<file path="src/rtl/security_pkg.sv">
// Shared types and constants for the security panel passcode logic.
package security_pkg;

  typedef enum logic [2:0] {
    IDLE,
    ENTRY,
    CHECK,
    GRANT,
    DENY,
    LOCKOUT,
    PROGRAM
  } sec_state_e;

  localparam int unsigned DIGIT_W       = 4;
  localparam logic [3:0]  KEY_MAX_DIGIT = 4'd9;

  function automatic logic is_digit(input logic [DIGIT_W-1:0] key);
    return key <= KEY_MAX_DIGIT;
  endfunction

endpackage

</file>
<file path="src/rtl/sec_timer.sv">
// Loadable down-counter; done is high while the count sits at zero.
module sec_timer #(
  parameter int unsigned W = 8
) (
  input  logic         clk,
  input  logic         rst_n,
  input  logic         load,
  input  logic [W-1:0] load_val,
  output logic         done
);

  logic [W-1:0] cnt;

  always_ff @(posedge clk or negedge rst_n) begin
    if (!rst_n) begin
      cnt <= '0;
    end else if (load) begin
      cnt <= load_val;
    end else if (cnt != '0) begin
      cnt <= cnt - W'(1);
    end
  end

  assign done = (cnt == '0);

endmodule

</file>
<file path="src/rtl/passcode_controller.sv">
// Keypad entry sequencer: steers digits into the entry/code register bank,
// checks the entry, grants or denies access, and enforces a failure lockout.
module passcode_controller
  import security_pkg::*;
#(
  parameter int unsigned DIGITS        = 4,
  parameter int unsigned MAX_FAIL      = 3,
  parameter int unsigned LOCK_CYCLES   = 1000,
  parameter int unsigned ENTRY_TIMEOUT = 5000,
  parameter int unsigned GRANT_CYCLES  = 50
) (
  input  logic                        clk,
  input  logic                        rst_n,
  input  logic                        key_valid,
  input  logic [DIGIT_W-1:0]          key_code,
  input  logic                        key_enter,
  input  logic                        key_clear,
  input  logic                        prog_req,
  input  logic [DIGIT_W*DIGITS-1:0]   entry_q,
  input  logic [DIGIT_W*DIGITS-1:0]   code_q,
  output logic [DIGIT_W-1:0]          reg_d,
  output logic [DIGITS-1:0]           entry_en,
  output logic [DIGITS-1:0]           code_en,
  output logic                        entry_clr,
  output logic                        unlock,
  output logic                        fail,
  output logic                        alarm,
  output logic                        prog_done,
  output logic [2:0]                  digit_cnt
);

  localparam int unsigned TMR_MAX =
    (LOCK_CYCLES > ENTRY_TIMEOUT)
      ? ((LOCK_CYCLES > GRANT_CYCLES) ? LOCK_CYCLES : GRANT_CYCLES)
      : ((ENTRY_TIMEOUT > GRANT_CYCLES) ? ENTRY_TIMEOUT : GRANT_CYCLES);
  localparam int unsigned TMR_W  = $clog2(TMR_MAX + 1);
  localparam int unsigned FAIL_W = $clog2(MAX_FAIL + 1);

  // Timer holds N-1 so the done cycle is the last of N cycles in the state.
  localparam logic [TMR_W-1:0]  T_ENTRY  = TMR_W'(ENTRY_TIMEOUT - 1);
  localparam logic [TMR_W-1:0]  T_GRANT  = TMR_W'(GRANT_CYCLES - 1);
  localparam logic [TMR_W-1:0]  T_LOCK   = TMR_W'(LOCK_CYCLES - 1);
  localparam logic [FAIL_W-1:0] FAIL_LIM = FAIL_W'(MAX_FAIL);
  localparam logic [2:0]        DIG_LIM  = 3'(DIGITS);

  sec_state_e          state, state_n;
  logic [FAIL_W-1:0]   fails, fails_n;
  logic [DIGIT_W-1:0]  reg_d_n;
  logic [DIGITS-1:0]   entry_en_n, code_en_n;
  logic                entry_clr_n, unlock_n, fail_n, alarm_n, prog_done_n;
  logic [2:0]          cnt_n;
  logic                tmr_load, tmr_done;
  logic [TMR_W-1:0]    tmr_val;
  logic                strobe, digit_ok, go_grant, go_deny;

  sec_timer #(.W(TMR_W)) u_timer (
    .clk      (clk),
    .rst_n    (rst_n),
    .load     (tmr_load),
    .load_val (tmr_val),
    .done     (tmr_done)
  );

  always_comb begin
    state_n     = state;
    fails_n     = fails;
    reg_d_n     = '0;
    entry_en_n  = '0;
    code_en_n   = '0;
    entry_clr_n = 1'b0;
    unlock_n    = 1'b0;
    fail_n      = 1'b0;
    alarm_n     = 1'b0;
    prog_done_n = 1'b0;
    cnt_n       = digit_cnt;
    tmr_load    = 1'b0;
    tmr_val     = T_ENTRY;
    go_grant    = 1'b0;
    go_deny     = 1'b0;
    strobe      = key_valid | key_enter | key_clear;
    digit_ok    = key_valid && is_digit(key_code) && (digit_cnt < DIG_LIM);

    case (state)
      IDLE: begin
        if (!key_clear && digit_ok) begin
          reg_d_n    = key_code;
          entry_en_n = DIGITS'(1) << digit_cnt;
          cnt_n      = digit_cnt + 3'd1;
          state_n    = ENTRY;
          tmr_load   = 1'b1;
        end
      end
      ENTRY: begin
        if (key_clear || (!strobe && tmr_done)) begin
          entry_clr_n = 1'b1;
          cnt_n       = '0;
          state_n     = IDLE;
        end else begin
          tmr_load = strobe;
          // A key_valid strobe suppresses enter even when the key itself is ignored.
          if (key_valid) begin
            if (digit_ok) begin
              reg_d_n    = key_code;
              entry_en_n = DIGITS'(1) << digit_cnt;
              cnt_n      = digit_cnt + 3'd1;
            end
          end else if (key_enter) begin
            if (digit_cnt == DIG_LIM) state_n = CHECK;
            else                      go_deny = 1'b1;
          end
        end
      end
      CHECK: begin
        if (entry_q == code_q) go_grant = 1'b1;
        else                   go_deny  = 1'b1;
      end
      GRANT: begin
        if (prog_req) begin
          state_n  = PROGRAM;
          tmr_load = 1'b1;
        end else if (tmr_done) begin
          state_n = IDLE;
        end else begin
          unlock_n = 1'b1;
        end
      end
      DENY: begin
        if (fails == FAIL_LIM) begin
          state_n  = LOCKOUT;
          alarm_n  = 1'b1;
          tmr_load = 1'b1;
          tmr_val  = T_LOCK;
        end else begin
          state_n = IDLE;
        end
      end
      LOCKOUT: begin
        if (tmr_done) begin
          state_n = IDLE;
          fails_n = '0;
        end else begin
          alarm_n = 1'b1;
        end
      end
      PROGRAM: begin
        if (digit_cnt == DIG_LIM) begin
          prog_done_n = 1'b1;
          cnt_n       = '0;
          state_n     = IDLE;
        end else if (key_clear || (!strobe && tmr_done)) begin
          cnt_n   = '0;
          state_n = IDLE;
        end else begin
          tmr_load = strobe;
          if (digit_ok) begin
            reg_d_n   = key_code;
            code_en_n = DIGITS'(1) << digit_cnt;
            cnt_n     = digit_cnt + 3'd1;
          end
        end
      end
      default: state_n = IDLE;
    endcase

    if (go_grant) begin
      state_n     = GRANT;
      unlock_n    = 1'b1;
      entry_clr_n = 1'b1;
      cnt_n       = '0;
      fails_n     = '0;
      tmr_load    = 1'b1;
      tmr_val     = T_GRANT;
    end
    if (go_deny) begin
      state_n     = DENY;
      fail_n      = 1'b1;
      entry_clr_n = 1'b1;
      cnt_n       = '0;
      fails_n     = (fails >= FAIL_LIM) ? fails : fails + FAIL_W'(1);
    end
  end

  always_ff @(posedge clk or negedge rst_n) begin
    if (!rst_n) begin
      state     <= IDLE;
      fails     <= '0;
      reg_d     <= '0;
      entry_en  <= '0;
      code_en   <= '0;
      entry_clr <= 1'b0;
      unlock    <= 1'b0;
      fail      <= 1'b0;
      alarm     <= 1'b0;
      prog_done <= 1'b0;
      digit_cnt <= '0;
    end else begin
      state     <= state_n;
      fails     <= fails_n;
      reg_d     <= reg_d_n;
      entry_en  <= entry_en_n;
      code_en   <= code_en_n;
      entry_clr <= entry_clr_n;
      unlock    <= unlock_n;
      fail      <= fail_n;
      alarm     <= alarm_n;
      prog_done <= prog_done_n;
      digit_cnt <= cnt_n;
    end
  end

endmodule

</file>
<file path="config.mk">
export PLATFORM = sky130hd
export DESIGN_NAME = passcode_controller
export DESIGN_NICKNAME = d
export VERILOG_FILES = /design/src/rtl/security_pkg.sv /design/src/rtl/sec_timer.sv /design/src/rtl/passcode_controller.sv
export SDC_FILE = /design/constraint.sdc
export NUM_CORES = 1
export LEC_CHECK = 0
export ABC_AREA = 1
export CORE_MARGIN = 5
export CORE_UTILIZATION = 35
export DETAILED_ROUTE_END_ITERATION = 6
export GPL_TIMING_DRIVEN = 0
export SLEW_MARGIN = 20
export SYNTH_ARGS = -nofsm -noshare
export SYNTH_HDL_FRONTEND = slang
export SYNTH_SLANG_ARGS = --single-unit
</file>
<file path="constraint.sdc">
create_clock -name clk -period 2.3 [get_ports clk]
set_clock_uncertainty 0.15 [all_clocks]
set_input_delay 0.575 -clock clk [delete_from_list [all_inputs] [get_ports clk]]
set_output_delay 0.575 -clock clk [all_outputs]
set_load 0.05 [all_outputs]
</file>
==> results of run 1 <==
## through the flow
step	setup slack, ns	TNS (ns)	utilization, %	area, µm²
floorplan	0.183	0	-	2490
global placement	-0.454	-19.30	46.8	3220
detailed placement	-0.207	-2.34	47.2	3240
CTS	0.0137	0	48.7	3350
global route	0.00387	0	49.0	3360
finish	0.144	0	49.0	3360
## state kept, by name (all words and copies together), names as in the netlist
name,flops
entry_en,4
entry_clr,1
unlock,1
alarm,1
digit_cnt,3
fail,1
prog_done,1
code_en,4
state,3
fails,2
u_timer.cnt,13
reg_d,4
## routing by layer
metal  up-vias  GRT usage (%)  part of all wire (%)
met5         -              0                     0
li1       1213              -                     -
met3         6           3.37                   5.7
met4         0           4.33                   1.3
met1       981           18.6                    48
met2        56           22.5                    45
## cells by family after synthesis
logic type / count (synthesis) / share of synthesized area [%]
compound gates: 32 / 8.35
xor+xnor: 9 / 3.17
buf+inv: 69 / 10.8
fa+ha+maj: 7 / 3.52
simple gates: 195 / 35.9
flops: 38 / 38.2
## power by group
part / switching [mW] / total (mW) / leakage [nW] / internal [mW]
sequential: 0 / 0.668 / 0.480 / 0.668
combinational: 0.0667 / 0.153 / 1.17 / 0.0866
clock: 0.236 / 0.555 / 0.0579 / 0.319
total: 0.302 / 1.38 / 1.71 / 1.07
## cell type report
cell class | instances | area (µm²) | area share (%)
Clock inverter | 3 | 40.0 | 1.19
Clock buffer | 5 | 68.8 | 2.05
Tap cell | 96 | 120 | 3.57
Timing Repair Buffer | 62 | 637 | 18.9
Buffer | 2 | 10.0 | 0.298
Sequential cell | 38 | 951 | 28.3
Multi-Input combinational cell | 243 | 1280 | 38.0
Inverter | 67 | 259 | 7.70
## worst max path at each step
stage / cells past startpoint / endpoint / startpoint / slack (ns)
after detailed placement: 13 / u_timer.cnt[1] / entry_q[14] / -0.21
after global routing: 10 / state[0] / key_valid / 0.004
after CTS: 1 / digit_cnt[1] / digit_cnt[1] / 0.01
final: 1 / code_en[2] / code_en[2] / 0.14
after global placement: 1 / digit_cnt[0] / rst_n / -0.45
after floorplan: 10 / digit_cnt[1] / digit_cnt[0] / 0.18
## cells in the final DEF (no fill, tap or decap), drive strengths merged, types with 3 or more instances in the layout
cell type,n
xnor2,3
nor2,59
xor2,6
a21oi,8
ha,7
a31oi,4
o21ai,14
nand3,16
buf,4
nor3,10
clkbuf,5
clkdlybuf4s50,57
inv,67
nand2,106
dfrtp,38
## timing repair
item,in CTS,in global routing
endpoints found under the setup margin,1,10
resized for setup,1,6
cloned,0,0
==> metrics.md, run 1 <==
| Metric | Value |
|---|---|
| RR Startpoint | digit_cnt[0] |
| Critical path data arrival time | 1.43 ns |
| Crit path max fanout | 1 |
| Routed wire length | 5.73 mm |
| Synth Instances | 350 |
| Yosys warning count | 0 |
| FF+latch count, synth | 38 |
| Total grt overflow | 0 |
| Critical path class | reg -> out |
| Layout cells sized above 1 | 13.1% |
| Fin crit share | 93.7% |
| GRT Overall Usage | 14.1% |
| CP Launch Type | flip-flop |
| Routed vias/inst | 4.37 |
| Rows | 30 |
| Syn Area/Cell | 7.10 µm² |
| RSZ-0062 raised after global routing | no |
| N_diodes | 0 |
| Max clock buf depth | 2 |
| Clock Sinks | 38 |
| DR WL/cell | 11.1 µm |
| Largest net degree at the start of global routing | 24 |
| Cell Count, Final, Fillers Out | 516 |
| Nets | 468 |
| Clock transition at the registers of the reported paths | 0.07 ns |
| H-tree levels | 2 |
| Tightest Pin Transition | 0.524 ns |
| Top cell family by delay on the critical path | buffers and inverters |
| Hold crit path type | in -> async |
| Slowest cell on the critical path | clkdlybuf4s50_1 |
| Bufs and invs on worst path | 1 |
| Unique cell type count in the Yosys netlist | 33 |
| Core area | 0.00687 mm² |
| Final Hold Vio Count | 0 |
| Largest area contributor in the netlist | dfrtp_1 |
| # DRC | 0 |
| Clock root cell | clkbuf_8 |
| Initial antenna violation count | 0 |
| TritonCTS clock tree | yes |
| Post-Place Cells | 508 |
| Drt pass-1 iters | 4 |
| Count leader, synth | nand2_1 |
| Layout area overhead | 35.3% |
| Register area share after synthesis | 38.2% |
| Via Count | 2256 |
| Number of buffers added on ports | 61 |
| Ys async rst share | 100% |
| GPL Wtd Cong | 0.854 |
| Total Power | 1.38 mW |
| DIE WIDTH | 94.3 µm |
| # setup viols final | 0 |
| Worst vdd ir | 0.215 mV |
| FF-to-FF End | u_timer.cnt[1] |
| Max_slew headroom | 65.0% |
| Crit path largest cell delay | 0.81 ns |
| Max Cap Violations | 0 |
| Synth Flop Type | dfrtp_1 |
| DIE HEIGHT | 94.3 µm |
| Fmax | 0.464 GHz |
| Leak pwr | 1.71 nW |
| Power density cells | 409 mW/mm² |
| Clock network latency to the later pin of the worst-skew pair | 0.29 ns |
| Synth area leaders | dfrtp_1, nand2_1, inv_1 |
| Fillers | 693 |
| CTS hold repair buffers | 0 |
| Pins Over Slew Limit | 0 |
| HPWL after DPL | 4.72 mm |
| Ports | 62 |
| Top post-synthesis cells by count | nand2_1, inv_1, nor2_1 |
| Crit end category | output port |
| Cell Area, Synth | 0.00249 mm² |
| Wire length of the first global-routing pass | 10.0 mm |
| R2R depth | 13 |
| Total die area | 0.00889 mm² |
| Number of enable flip-flop cells after synthesis | 0 |
| CP cell instances | clkdlybuf4s50_1 |
| Vias in the first global route | 2241 |
| 1st-iter DRT viols | 109 |
| Total CTS buffers | 5 |
| Antenna viol nets, final | 0 |
| Starting Density | 36.2% |
| R2R Setup Slk | 0.22 ns |
| Syn_nets | 399 |
| WP data required | 1.57 ns |
| Synth top area share | 38.2% |
| Hold_ws | 0.0612 ns |
| Post-CTS setup buffers | 0 |
| Status | finished, final reports clean |
| Final Critical Period | 2.16 ns |
Power figures use the tool's default switching activity.
==> inputs of run 2 (changes only) <==
SLEW_MARGIN = unset   (was 20)
==> run 2 against run 1 <==
Sequential cell count did not move. Clock-buffer cell count did not move. Clock power barely moved. Wire length fell by 0.21%. Core utilization fell by 0.31 points. Worst hold slack improved by 0.17 ns. Critical endpoint unchanged.
==> metrics.md, run 2 (same netlist as run 1, synthesis figures left out) <==
| Metric | Value |
|---|---|
| CTS hold repair buffers | 0 (unchanged) |
| DR WL/cell | 11.1 µm (about the same) |
| TNS Setup | 0 ns (unchanged) |
| Clock transition at the registers of the reported paths | 0.07 ns (about the same) |
| Crit path max fanout | 1 (unchanged) |
| Top cell family by delay on the critical path | buffers and inverters |
| # setup viols final | 0 (unchanged) |
| DIE HEIGHT | 94.3 µm (unchanged) |
| Core area | 0.00687 mm² (unchanged) |
| Leak pwr | 1.70 nW (-0.57%) |
| R2R depth | 13 (unchanged) |
| Total CTS buffers | 5 (unchanged) |
| CP cell instances | clkdlybuf4s50_1 |
| Crit path largest cell delay | 0.81 ns (about the same) |
| Worst vdd ir | 0.172 mV (-20%) |
| CP Launch Type | flip-flop |
| Clock network latency to the later pin of the worst-skew pair | 0.29 ns (about the same) |
| Layout area overhead | 34.5% |
| Initial antenna violation count | 0 (unchanged) |
| RR Startpoint | digit_cnt[0] |
| Most common cell after layout, fill and taps aside | nand2_1 |
| Slowest cell on the critical path | clkdlybuf4s50_1 |
| RSZ-0062 raised after global routing | no |
| R2R Setup Slk | 0.19 ns (-0.03 ns) |
| Top reg by flops | u_timer.cnt |
| Fin crit share | 93.6% (-0.14 points) |
| Routed wire length | 5.72 mm (-0.21%) |
| Clock root cell | clkbuf_8 |
| Power density cells | 410 mW/mm² (+0.35%) |
| DP Area | 0.00321 mm² (-0.85%) |
| Nets | 467 (-0.21%) |
| Clock Sinks | 38 (unchanged) |
| Tightest Pin Transition | 0.838 ns (+0.314 ns) |
| Critical path data arrival time | 1.43 ns (about the same) |
| 1st-iter DRT viols | 113 (+3.7%) |
| Wire length of the first global-routing pass | 9.98 mm (-0.48%) |
| Fillers | 685 (-1.2%) |
| Status | finished, final reports clean |
| HPWL after DPL | 4.57 mm (-3.1%) |
| Routed vias/inst | 4.35 (-0.47%) |
| Most frequent cells in the layout | nand2_1, clkdlybuf4s50_1, inv_1 |
| Number of buffers added on ports | 61 (unchanged) |
| Critical path class | reg -> out |
| GPL Wtd Cong | 0.854 (unchanged) |
| Total grt overflow | 0 (unchanged) |
| Final Critical Period | 2.15 ns (-0.00313 ns) |
| TritonCTS clock tree | yes |
| N_diodes | 0 (unchanged) |
| CP Depth | 1 (unchanged) |
| DIE WIDTH | 94.3 µm (unchanged) |
| Drt pass-1 iters | 4 (unchanged) |
| Hold crit path type | in -> async |
| # DRC | 0 (unchanged) |
| Max clock buf depth | 2 (unchanged) |
| GRT Overall Usage | 13.9% (-0.10 points) |
| H-tree levels | 2 (unchanged) |
| Pins Over Slew Limit | 0 (unchanged) |
| Starting Density | 36.2% (unchanged) |
| Rows | 30 (unchanged) |
| Via Count | 2241 (-0.66%) |
| CP Capture Point | code_en[2] |
| Multi-input gate area | 0.00128 mm² (+0.29%) |
| Vias in the first global route | 2241 (unchanged) |
| Ports | 62 (unchanged) |
| Max Cap Violations | 0 (unchanged) |
| Hold_ws | 0.231 ns (+0.170 ns) |
| Largest net degree at the start of global routing | 39 (+63%) |
| Antenna viol nets, final | 0 (unchanged) |
| Fmax | 0.464 GHz (+0.15%) |
| Final Hold Vio Count | 0 (unchanged) |
| Register area | 951 µm² (unchanged) |
| WP data required | 1.57 ns (about the same) |
| Max_slew headroom | 44.1% (-21 points) |
| FF-to-FF End | u_timer.cnt[1] |
| Critical path origin | code_en[2] |
| Fin area | 0.00334 mm² (-0.63%) |
| Max reg flops | 13 (unchanged) |
| Layout cells sized above 1 | 13.1% (+0.031 points) |
| Crit end category | output port |
| Bufs and invs on worst path | 1 (unchanged) |
| Total die area | 0.00889 mm² (unchanged) |
==> run 2: cell count changes in the layout (fill, tap and decap cells not counted) <==
cell	change
buf_16	-1
buf_2	-1
buf_4	+1
o21ai_1	-1
o21ai_2	+1
==> run 2: routing by layer <==
metal,share of wire [%],global-route usage (%),vias to the layer above
li1,-,-,1207
met1,48,18.6,973
met2,45,22.5,55
met3,5.3,2.96,6
met4,1.4,4.33,0
met5,0,0,-
==> run 2: stage by stage <==
step | power [mW] | setup slack, ns | utilization [%] | std cells
floorplan | 0.730 | 0.183 | - | 350
global placement | 0.828 | -0.454 | 46.8 | 507
detailed placement | 0.829 | -0.203 | 46.8 | 507
CTS | 1.39 | 0.00861 | 48.3 | 515
global route | 1.44 | 0.0283 | 48.7 | 515
finish | 1.37 | 0.147 | 48.7 | 515
==> run 2: layout make-up <==
class / count / area share [%]
buffer: 2 / 0.374
clock buffer: 5 / 2.06
clock inverter: 3 / 1.20
inverter: 67 / 7.75
multi-input combinational: 243 / 38.4
sequential: 38 / 28.4
tap: 96 / 3.59
timing repair buffer: 61 / 18.2
==> run 2: how the worst min path moves through the flow <==
| stage | start | endpoint | slack, ns | cells past startpoint |
|---|---|---|---|---|
| 6_report | rst_n | u_timer.cnt[0] | 0.23 | 1 |
| 5_1_grt | rst_n | u_timer.cnt[0] | 0.33 | 1 |
| 4_1_cts | rst_n | state[0] | 0.27 | 1 |
| 3_5_place_dp | fails[1] | fails[1] | 0.32 | 2 |
| 3_3_place_gp | fails[1] | fails[1] | 0.31 | 2 |
| 2_1_floorplan | rst_n | alarm | 0.13 | 0 |
==> run 2: power breakdown <==
| group | leakage (nW) | internal [mW] | switching [mW] | total, mW |
|---|---|---|---|---|
| Clock | 0.0579 | 0.319 | 0.237 | 0.556 |
| Sequential | 0.480 | 0.668 | 0 | 0.668 |
| Combinational | 1.16 | 0.0822 | 0.0658 | 0.148 |
| Total | 1.70 | 1.07 | 0.303 | 1.37 |
==> run 2: repair_timing <==
item,in CTS,in global routing
gates cloned,0,0
resized for setup,1,9
setup endpoints to repair,1,11
buffers inserted,0,0
hold endpoints to repair,0,0
